File: config.mk
export PLATFORM = sky130hd
export DESIGN_NAME = shift_seq_ctrl
export DESIGN_NICKNAME = d
export VERILOG_FILES = /design/src/rtl/shift_seq_pkg.sv /design/src/rtl/shift_seq_ctrl.sv
export SDC_FILE = /design/constraint.sdc
export NUM_CORES = 1
export LEC_CHECK = 0
export ABC_AREA = 1
export CAP_MARGIN = 20
export CELL_PAD_IN_SITES_DETAIL_PLACEMENT = 0
export CELL_PAD_IN_SITES_GLOBAL_PLACEMENT = 1
export CORE_MARGIN = 2
export CORE_UTILIZATION = 39
export CTS_BUF_LIST = sky130_fd_sc_hd__clkbuf_4
export CTS_CLUSTER_DIAMETER = 150
export CTS_CLUSTER_SIZE = 20
export DETAILED_ROUTE_END_ITERATION = 6
export PLACE_DENSITY = 0.87
export SLEW_MARGIN = 10
export SYNTH_ARGS = -nofsm -noshare
export SYNTH_HDL_FRONTEND = slang
export SYNTH_SLANG_ARGS = --single-unit
File: constraint.sdc
create_clock -name clk -period 3 [get_ports clk]
set_clock_uncertainty 0.05 [all_clocks]
set_input_delay 0.3 -clock clk [delete_from_list [all_inputs] [get_ports clk]]
set_output_delay 0.3 -clock clk [all_outputs]
set_load 0.02 [all_outputs]
File: src/rtl/shift_seq_pkg.sv
// Shared types and sizing helpers for the serial shift-chain sequencer.
package shift_seq_pkg;

  typedef enum logic [1:0] {
    IDLE,
    SHIFT,
    DONE
  } state_t;

  // The counter must reach WIDTH+DEPTH-1, the last shift cycle.
  function automatic int cnt_width(input int width, input int depth);
    return $clog2(width + depth + 1);
  endfunction

endpackage

File: src/rtl/shift_seq_ctrl.sv
// Shifts a parallel word MSB-first through an external serial chain, flushes it,
// and reassembles the bits that come back out of the chain into a parallel word.
module shift_seq_ctrl
  import shift_seq_pkg::*;
#(
  parameter int WIDTH = 8,
  parameter int DEPTH = 2
) (
  input  logic             clk,
  input  logic             reset,
  input  logic             in_valid,
  output logic             in_ready,
  input  logic [WIDTH-1:0] in_data,
  output logic             sr_en,
  output logic             sr_d,
  input  logic             sr_dout,
  output logic             out_valid,
  input  logic             out_ready,
  output logic [WIDTH-1:0] out_data,
  output logic             busy
);

  localparam int CW = cnt_width(WIDTH, DEPTH);
  localparam logic [CW-1:0] LAST    = CW'(WIDTH + DEPTH - 1);
  localparam logic [CW-1:0] RX_FROM = CW'(DEPTH);
  localparam logic [CW-1:0] TX_LAST = CW'(WIDTH - 1);

  state_t           state;
  logic [CW-1:0]    cnt;
  logic [WIDTH-1:0] tx;
  logic [WIDTH-1:0] rx;

  assign out_data = rx;

  always_ff @(posedge clk) begin
    if (reset) begin
      state     <= IDLE;
      cnt       <= '0;
      tx        <= '0;
      rx        <= '0;
      in_ready  <= 1'b1;
      sr_en     <= 1'b0;
      sr_d      <= 1'b0;
      out_valid <= 1'b0;
      busy      <= 1'b0;
    end else begin
      case (state)
        IDLE: begin
          if (in_valid) begin
            tx       <= in_data;
            rx       <= '0;
            cnt      <= '0;
            state    <= SHIFT;
            in_ready <= 1'b0;
            sr_en    <= 1'b1;
            sr_d     <= in_data[WIDTH-1];
            busy     <= 1'b1;
          end
        end
        SHIFT: begin
          tx  <= {tx[WIDTH-2:0], 1'b0};
          cnt <= cnt + 1'b1;
          // The first DEPTH bits out of the chain are stale contents, not our word.
          if (cnt >= RX_FROM) rx <= {rx[WIDTH-2:0], sr_dout};
          if (cnt == LAST) begin
            state     <= DONE;
            sr_en     <= 1'b0;
            sr_d      <= 1'b0;
            out_valid <= 1'b1;
          end else begin
            // sr_d is registered, so it carries the bit for the next count value.
            sr_d <= (cnt < TX_LAST) ? tx[WIDTH-2] : 1'b0;
          end
        end
        DONE: begin
          if (out_ready) begin
            state     <= IDLE;
            out_valid <= 1'b0;
            busy      <= 1'b0;
            in_ready  <= 1'b1;
          end
        end
        default: begin
          state     <= IDLE;
          in_ready  <= 1'b1;
          sr_en     <= 1'b0;
          sr_d      <= 1'b0;
          out_valid <= 1'b0;
          busy      <= 1'b0;
        end
      endcase
    end
  end

endmodule
==> results by stage, run 1 <==
STA:
- In the final timing run, aggregate negative setup slack is 0 ns.
- The worst relative slew slack is 0.583.
- Derived from the worst setup path, the maximum achievable clock frequency is ~520 MHz.
- The max-slew violation total from the final report is 0.
- The minimum clock period is 1.91 ns.
- The total setup violations reported at the end of the flow is 0.
- Hold timing on the final database bottoms out at a slack of a little over 0.4 ns.
- The final hold violation count is 0.
- Setup repair after global routing left no endpoint under its margin.
- At the pin with the least slew margin, the transition time is 0.625 ns.
- The share of the clock period used by the worst path is 0.636.
- The final worst setup slack is 1.09 ns.

Finish:
- The number of inserted filler cells in the final layout is a little under 300.
- The number of antenna diodes in the final layout is 0.
- The final net count is around 220.
- In the final layout, flip-flops and latches occupy between 500 and 600 µm².
- The fraction of layout cells with a size suffix above 1 is 0.0606.
- The area of combinational cells with multiple inputs is a little over 600 µm².
- From synthesis to final layout, the design area changed by 25.5%.

Clock tree:
- CTS built an H-tree with a depth of 1.
- The total clock buffers created by CTS is 3.
- The clock net in this run drives a total of 26 sinks.
- The clock latency of the later-clocked register in the worst-skew pair is between 0.3 and 0.4 ns.
- Clock-pin slew was measured on the worst setup and hold paths at 0.15 ns.
- The number of buffers inserted for hold repair after clock tree synthesis is 0.
- The clock tree from TritonCTS is done.
- The number of buffers on the longest clock path is 2.
- The tree is rooted in a sky130_fd_sc_hd__clkbuf_4.
- After clock tree synthesis, the repair step resized 0 gates.
- Post-CTS timing repair inserted 0 buffers for setup.

Routing:
- The per-cell via count in the routed design is ~4.7.
- The count of antenna-violating nets left after detailed routing is 0.
- Dividing the detail-routed wire length by the instance count gives 10.8 µm.
- The routed design has ~2600 µm of wire.
- For this block, the via count after detailed routing is approximately 1100.
- For this block, the initial DRC count from the detailed router was 33.
- The pre-antenna-repair detailed-routing pass consisted of 4 iterations.
- After detailed routing, the number of remaining DRC violations is 0.

Logic synthesis:
- For this run, asynchronously set or reset flops after synthesis account for 0.
- Yosys mapped the design onto 23 distinct sky130hd cell types.
- The number of synthesis warnings is 0.
- The post-synthesis cell count is around 180.
- The share of the Yosys chip area taken by registers is 0.424.
- Among all flip-flop cells after synthesis, the most frequent one is sky130_fd_sc_hd__dfxtp_1.
- The synthesized flop and latch total is 26.
- The share of synthesized area in the top cell type comes to 0.424.
- Sorting the synthesized cells by area gives the leading types as sky130_fd_sc_hd__dfxtp_1 (42%), sky130_fd_sc_hd__nand2_1 (15%), sky130_fd_sc_hd__a21oi_1 (7.8%), sky130_fd_sc_hd__nor2_1 (7.0%), sky130_fd_sc_hd__nand3_1 (5.3%).
- The number of nets handed over by synthesis was about 190.
- The largest total area in the synthesized netlist belongs to sky130_fd_sc_hd__dfxtp_1.
- After synthesis the cells add up to around 1200 µm².
- The average footprint of a synthesized cell is between 6 and 7 µm².
- In the post-synthesis netlist, the cell with the most instances is sky130_fd_sc_hd__nand2_1.
- Counting flops with a built-in enable in the synthesized netlist gives 0.
- Ranked by instance count, the synthesized netlist is headed by sky130_fd_sc_hd__nand2_1 (49), sky130_fd_sc_hd__dfxtp_1 (26), sky130_fd_sc_hd__nor2_1 (23).

Min path:
- The worst hold path belongs to the class reg -> reg.
- Along the worst hold path, the cell count comes to 2.

Floorplan:
- The core region area is approximately 3000 µm².
- The die is approximately 60 µm tall.
- The total I/O pin count is 26.
- For this configuration, the core starts out at a cell density of 0.405.
- The die covers ~3600 µm².
- The count of standard-cell rows is 20.
- Measured along the x axis, the die boundary spans between 60 and 70 µm.

Global routing:
- Entering global routing, the biggest net connects 21 pins.
- The first global-routing pass estimated approximately 4300 µm of wire.
- After global routing the overflow that remains totals 0.
- The number of antenna violations at the first check in global routing is 0.
- The number of global-route vias before repair was about 1000.
- The global-route total usage across every layer is 0.160.

Critical path:
- The worst setup path category is reg -> reg.
- Data arrives at the worst endpoint at slightly above 2 ns.
- The maximum net fanout on the critical path is 20.
- The worst setup path is launched from a flip-flop.
- The depth of the worst register-to-register path is 7.
- The worst endpoint required time is approximately 3.2 ns.
- The endpoint kind of the worst setup timing path is a flip-flop.

Placement:
- The weighted congestion at the end of routability-driven global placement is approximately 0.9.
- Timing analysis after detailed placement gives a worst setup slack of ~1.1 ns.
- The HPWL after detailed placement is around 1900 µm.
- The count of buffers added on input and output ports is 25.

Power and ir drop:
- IR analysis of the VDD net gives a maximum drop of 0.000206 V.
- In this run the power density over the cells is between 500 and 600 nW/µm².
- Summed over all cells, the static leakage comes to ~0.62 nW.

Outcome:
- The flow ran to the end, and the final reports show no timing, DRC or antenna violations.

Job:
- Max-cap violations in this run came to 0.
## area by class of cell
class	count	share of cell area
Clock buffer	3	0.0146
Clock inverter	1	0.0195
Tap cell	44	0.0358
Sequential cell	26	0.338
Timing Repair Buffer	25	0.163
Inverter	15	0.0366
Multi-Input combinational cell	128	0.393
## routing by layer
layer / global-route usage / routed length, µm / up-vias
li1: - / - / 605
met4: 0.0889 / 68 / 0
met2: 0.264 / 1200 / 20
met5: 0 / 0 / -
met1: 0.199 / 1270 / 495
met3: 0.0216 / 86 / 6
## worst max-delay path, cell delays in order (launching register included)
cell,delay [ns]
sky130_fd_sc_hd__dfxtp_1,0.49
sky130_fd_sc_hd__inv_2,0.08
sky130_fd_sc_hd__nand2_1,0.31
sky130_fd_sc_hd__nand2_1,0.48
sky130_fd_sc_hd__nand2_4,0.23
sky130_fd_sc_hd__nand2_1,0.06
sky130_fd_sc_hd__nand2_1,0.06
sky130_fd_sc_hd__nor2_1,0.04
## through the flow
| stage | cell area (µm²) | std cells | utilization | total power, mW |
|---|---|---|---|---|
| 6_report | 1540 | 242 | 0.508 | 0.774 |
| 5_1_grt | 1540 | 242 | 0.508 | 0.816 |
| 4_1_cts | 1540 | 242 | 0.508 | 0.782 |
| 3_5_place_dp | 1490 | 238 | 0.491 | 0.538 |
| 3_3_place_gp | 1490 | 238 | 0.491 | 0.537 |
| 2_1_floorplan | 1230 | 176 | - | 0.490 |
## kinds of logic (layout without fill, tap and decap cells)
family,Yosys count,count (layout),share of synthesized area
compound gates,30,30,0.127
flops,26,26,0.424
buf+inv,22,44,0.0827
simple gates,95,95,0.336
fa+ha+maj,3,3,0.0306
## sequential cells by signal (all words and copies together), names as in the netlist
name,cells
out_data,8
tx,7
cnt,4
state,2
busy,1
in_ready,1
out_valid,1
sr_d,1
sr_en,1
## layout by cell type (no fill, tap or decap)
cell type	n
sky130_fd_sc_hd__o21ai_0	9
sky130_fd_sc_hd__nand2_4	1
sky130_fd_sc_hd__nand3_1	13
sky130_fd_sc_hd__bufinv_16	1
sky130_fd_sc_hd__nand4_1	2
sky130_fd_sc_hd__or2_2	1
sky130_fd_sc_hd__o211ai_1	1
sky130_fd_sc_hd__clkbuf_4	3
sky130_fd_sc_hd__nor2_4	1
sky130_fd_sc_hd__ha_1	3
sky130_fd_sc_hd__nand2_2	1
sky130_fd_sc_hd__o21bai_1	1
sky130_fd_sc_hd__nand2_1	49
sky130_fd_sc_hd__inv_1	13
sky130_fd_sc_hd__dfxtp_1	26
sky130_fd_sc_hd__inv_2	2
sky130_fd_sc_hd__clkdlybuf4s50_1	25
sky130_fd_sc_hd__nor2_2	1
sky130_fd_sc_hd__nand3_2	1
sky130_fd_sc_hd__a21oi_1	19
sky130_fd_sc_hd__nand3b_1	1
sky130_fd_sc_hd__nor2_1	23
sky130_fd_sc_hd__nor3_1	1
## worst paths after layout
kind	slack [ns]	start	endpoint
max reg2reg	1.09	state[1]$_SDFFE_PP0P_	out_data[1]$_SDFFE_PP0P_
max	1.09	state[1]$_SDFFE_PP0P_	out_data[1]$_SDFFE_PP0P_
min	0.40	out_valid$_SDFFE_PP0P_	out_valid$_SDFFE_PP0P_
min reg2reg	0.40	out_valid$_SDFFE_PP0P_	out_valid$_SDFFE_PP0P_
## report_power, final
part | internal (mW) | switching [mW] | leakage, nW
sequential | 0.368 | 0.0144 | 0.213
clock | 0.135 | 0.109 | 0.0279
combinational | 0.0617 | 0.0853 | 0.383
total | 0.565 | 0.209 | 0.625
Note: power is estimated with default switching activity, not from simulation.
==> inputs of run 2 (changes only) <==
--- a/config.mk
+++ b/config.mk
@@ -10,12 +10,12 @@
 export CELL_PAD_IN_SITES_DETAIL_PLACEMENT = 0
 export CELL_PAD_IN_SITES_GLOBAL_PLACEMENT = 1
 export CORE_MARGIN = 2
-export CORE_UTILIZATION = 39
+export CORE_UTILIZATION = 33
 export CTS_BUF_LIST = sky130_fd_sc_hd__clkbuf_4
 export CTS_CLUSTER_DIAMETER = 150
 export CTS_CLUSTER_SIZE = 20
 export DETAILED_ROUTE_END_ITERATION = 6
-export PLACE_DENSITY = 0.87
+export PLACE_DENSITY = 0.79
 export SLEW_MARGIN = 10
 export SYNTH_ARGS = -nofsm -noshare
 export SYNTH_HDL_FRONTEND = slang
==> constraint.sdc (replaced) <==
create_clock -name clk -period 1.7 [get_ports clk]
set_clock_uncertainty 0.05 [all_clocks]
set_input_delay 0.17 -clock clk [delete_from_list [all_inputs] [get_ports clk]]
set_output_delay 0.17 -clock clk [all_outputs]
set_load 0.02 [all_outputs]
==> run 2 against run 1 <==
Compared with the run above: clock-buffer cell count did not move; register-to-register slack got worse by 0.89 ns; wire length up 4.0%; clock power increased by 8.6%; critical endpoint is now out_data[0]; largest cell class unchanged.
==> results by stage, run 2 (synthesis results as in run 1) <==
Min path:
- The start point of the worst hold path is in_data[0].
- The end point of the worst hold path is tx[0]$_SDFFE_PP0P_.
- The class of the tightest hold or removal check is in -> reg.
- The number of cells traversed by the worst hold path is 3 (+1).

Placement:
- The HPWL after detailed placement is 1970 µm (+6.3%).
- The placed instance area is 1540 µm² (+3.7%).
- The weighted congestion at the end of routability-driven global placement is 0.710 (-21%).
- The total placed cells including tap cells is 247 (+3.8%).
- The worst-case setup slack after placement is 0.199 ns (-0.883 ns).
- The count of buffers from port buffering was 25 (unchanged).

Clock tree:
- The clock tree from TritonCTS is done.
- The clock-pin slew of the registers on the worst-case setup and hold paths is 0.14 ns (about the same).
- The clock latency of the later-clocked register in the worst-skew pair was 0.32 ns (about the same).
- The number of buffers inserted for hold repair after clock tree synthesis is 0 (unchanged).
- The number of levels in the clock H-tree is 1 (unchanged).
- CTS placed an instance of sky130_fd_sc_hd__clkbuf_4 at the clock tree root.
- The number of sinks on the clock net is 26 (unchanged).
- The post-CTS setup buffer count came to 0 (unchanged).
- The total clock buffers created by CTS is 3 (unchanged).
- The number of buffers on the longest clock path was 2 (unchanged).
- The post-CTS resize count is 0 (unchanged).

STA:
- The tightest hold margin was 0.398 ns (-0.00685 ns).
- The total setup violations reported at the end of the flow is 0 (unchanged).
- For the finished layout, the period the worst path requires is 1.55 ns.
- The final worst setup slack is 0.155 ns (-0.939 ns).
- The worst relative slew slack is 0.765 (+0.183).
- The maximum clock frequency is roughly 650 MHz.
- Dividing the final minimum period by the clock period gives 0.909.
- The actual slew at the worst max-slew pin came to 0.351 ns (-0.273 ns).
- The max-slew violation total from the final report is 0 (unchanged).
- The sum of negative setup slack is 0 ns (unchanged).
- Setup repair after global routing left no endpoint under its margin.
- The final hold violation count is 0 (unchanged).

Floorplan:
- The floorplan die area is 4220 µm² (+17%).
- The vertical extent of the die is 65.0 µm (+8.1%).
- The total I/O pin count is 26 (unchanged).
- The count of standard-cell rows came to 22 (+10%).
- The horizontal extent of the die is 65.0 µm (+8.1%).
- The effective utilization at floorplan was 0.340 (-0.0649).
- The core region area is 3610 µm² (+19%).

Routing:
- The highest routing layer actually used is met4.
- The sum of routed wire length over all layers came to 2730 µm (+4.0%).
- The number of DRC violations after detailed routing is 0 (unchanged).
- The count of antenna-violating nets left after detailed routing is 0 (unchanged).
- The detailed router's first-iteration violation count is 40 (+21%).
- The average wire per cell in the routed design came to 10.9 µm (+0.71%).
- The per-cell via count in the routed design came to 4.71 (+1.2%).
- The met3 wire length is 109 µm (+27%).
- The total length of routed met2 wires is 1270 µm (+5.9%).
- The total via count in the routed design was 1177 (+4.5%).
- The number of iterations in the first detailed-routing pass came to 4 (unchanged).
- The post-route met1 wirelength was 1340 µm (+5.1%).

Critical path:
- The endpoint kind of the worst setup timing path is a primary output.
- The highest cell delay on the worst timing path is 0.62 ns (+0.13 ns).
- The source of the worst register-to-register timing path is state[1]$_SDFFE_PP0P_.
- The maximum net fanout on the critical path is 3 (-85%).
- The startpoint type of the worst setup path is a flip-flop.
- The endpoint identified for the worst register-to-register timing path is out_data[1]$_SDFFE_PP0P_.
- The critical path goes through clkdlybuf4s50_1.
- The depth of the worst register-to-register path is 8 (+1).
- The worst setup path category is reg -> out.
- The worst endpoint required time came to 1.48 ns (-1.68 ns).
- The total buffers and inverters traversed by the critical path is 1 (unchanged).
- The arrival time at the worst endpoint is 1.33 ns (-0.74 ns).
- The setup slack of the worst register-to-register path is 0.20 ns (-0.89 ns).
- The cell with the biggest individual delay on the critical path is sky130_fd_sc_hd__clkdlybuf4s50_1.
- In this design, the largest share of critical-path delay is due to buffers and inverters.

Power and ir drop:
- The leakage dissipation was 0.640 nW (+2.4%).
- The total power density per cell area is 784 nW/µm² (+56%).
- The largest vdd supply drop is 0.000292 V (+42%).
- The switching power of the nets is 365 µW (+75%).
- The clock group share of total power came to 0.216 (-0.100).
- The part of the total power dissipated in combinational logic was 0.236 (+0.046).
- The switching portion of total power came to 0.298 (+0.0281).
- The part of the total power dissipated in sequential elements is 0.548 (+0.054).
- The internal power is 860 µW (+52%).

Global routing:
- The global-route wire length before repair came to 4710 µm (+8.6%).
- The number of global-route vias before repair is 1088 (+9.3%).
- The number of antenna violations at the first check in global routing was 0 (unchanged).
- The global-route total usage across every layer came to 0.142 (-0.0180).
- The largest net degree at the start of global routing is 21 (unchanged).
- The total congestion overflow after global routing came to 0 (unchanged).

Finish:
- The number of flip-flops in the largest register is 8 (unchanged).
- The library cells used most frequently in the layout, excluding fill and tap cells, are sky130_fd_sc_hd__nand2_1 (49), sky130_fd_sc_hd__dfxtp_1 (26), sky130_fd_sc_hd__clkdlybuf4s50_1 (25).
- The area of all placed cells without fillers was 1560 µm² (+1.6%).
- The count of inserted antenna diode cells is 0 (unchanged).
- The fraction of layout cells with a size suffix above 1 is 0.0792 (+0.0186).
- The most common library cell in the layout ignoring fill and taps is sky130_fd_sc_hd__nand2_1.
- The final non-filler cell total came to 250 (+3.3%).
- The area added between synthesis and finish is 27.6%.
- The final net count came to 220 (+2.3%).

Job:
- The max-cap violation count is 0 (unchanged).

Outcome:
- The flow ran to the end, and the final reports show no timing, DRC or antenna violations.
## run 2: area by class of cell
cell class                      count  area [µm²]
Inverter                           15        56.3
Clock buffer                        3        22.5
Fill cell                         405        2040
Tap cell                           48        60.1
Sequential cell                    26         520
Multi-Input combinational cell    128         604
Timing Repair Buffer               30         300
## run 2: power groups by stage
stage                     registers, mW  clock network [mW]  logic, mW
after floorplan                   0.707                   0      0.157
final                             0.672               0.265      0.289
after CTS                         0.672               0.280      0.292
after detailed placement          0.685                   0      0.291
after global placement            0.684                   0      0.288
after global routing              0.677               0.305      0.326
## run 2: worst max path at each step
stage | from | slack (ns) | endpoint | cells after the start
floorplan | cnt[0]$_SDFFE_PP0P_ | 0.36 | out_data[0]$_SDFFE_PP0P_ | 7
global placement | in_valid | 0.24 | cnt[2]$_SDFFE_PP0P_ | 6
detailed placement | in_valid | 0.20 | cnt[2]$_SDFFE_PP0P_ | 6
CTS | out_data[0]$_SDFFE_PP0P_ | 0.14 | out_data[0] | 1
global route | state[1]$_SDFFE_PP0P_ | 0.07 | out_data[3]$_SDFFE_PP0P_ | 7
finish | out_data[0]$_SDFFE_PP0P_ | 0.15 | out_data[0] | 1
## run 2: layer usage
metal,track usage,vias to the layer above
met5,0,-
met4,0.0479,0
met3,0.0226,2
met2,0.240,28
met1,0.183,533
li1,-,614
## run 2: tightest hold or removal path: cells and delay by family
kind | cells | cell delay (ns)
buf+inv | 1 | 0.40
simple gates | 1 | 0.10
compound gates | 1 | 0.06
## run 2: through the flow
step | utilization | total power, mW
6_report | 0.434 | 1.23
3_3_place_gp | 0.427 | 0.973
2_1_floorplan | - | 0.864
5_1_grt | 0.434 | 1.31
4_1_cts | 0.434 | 1.24
3_5_place_dp | 0.427 | 0.976
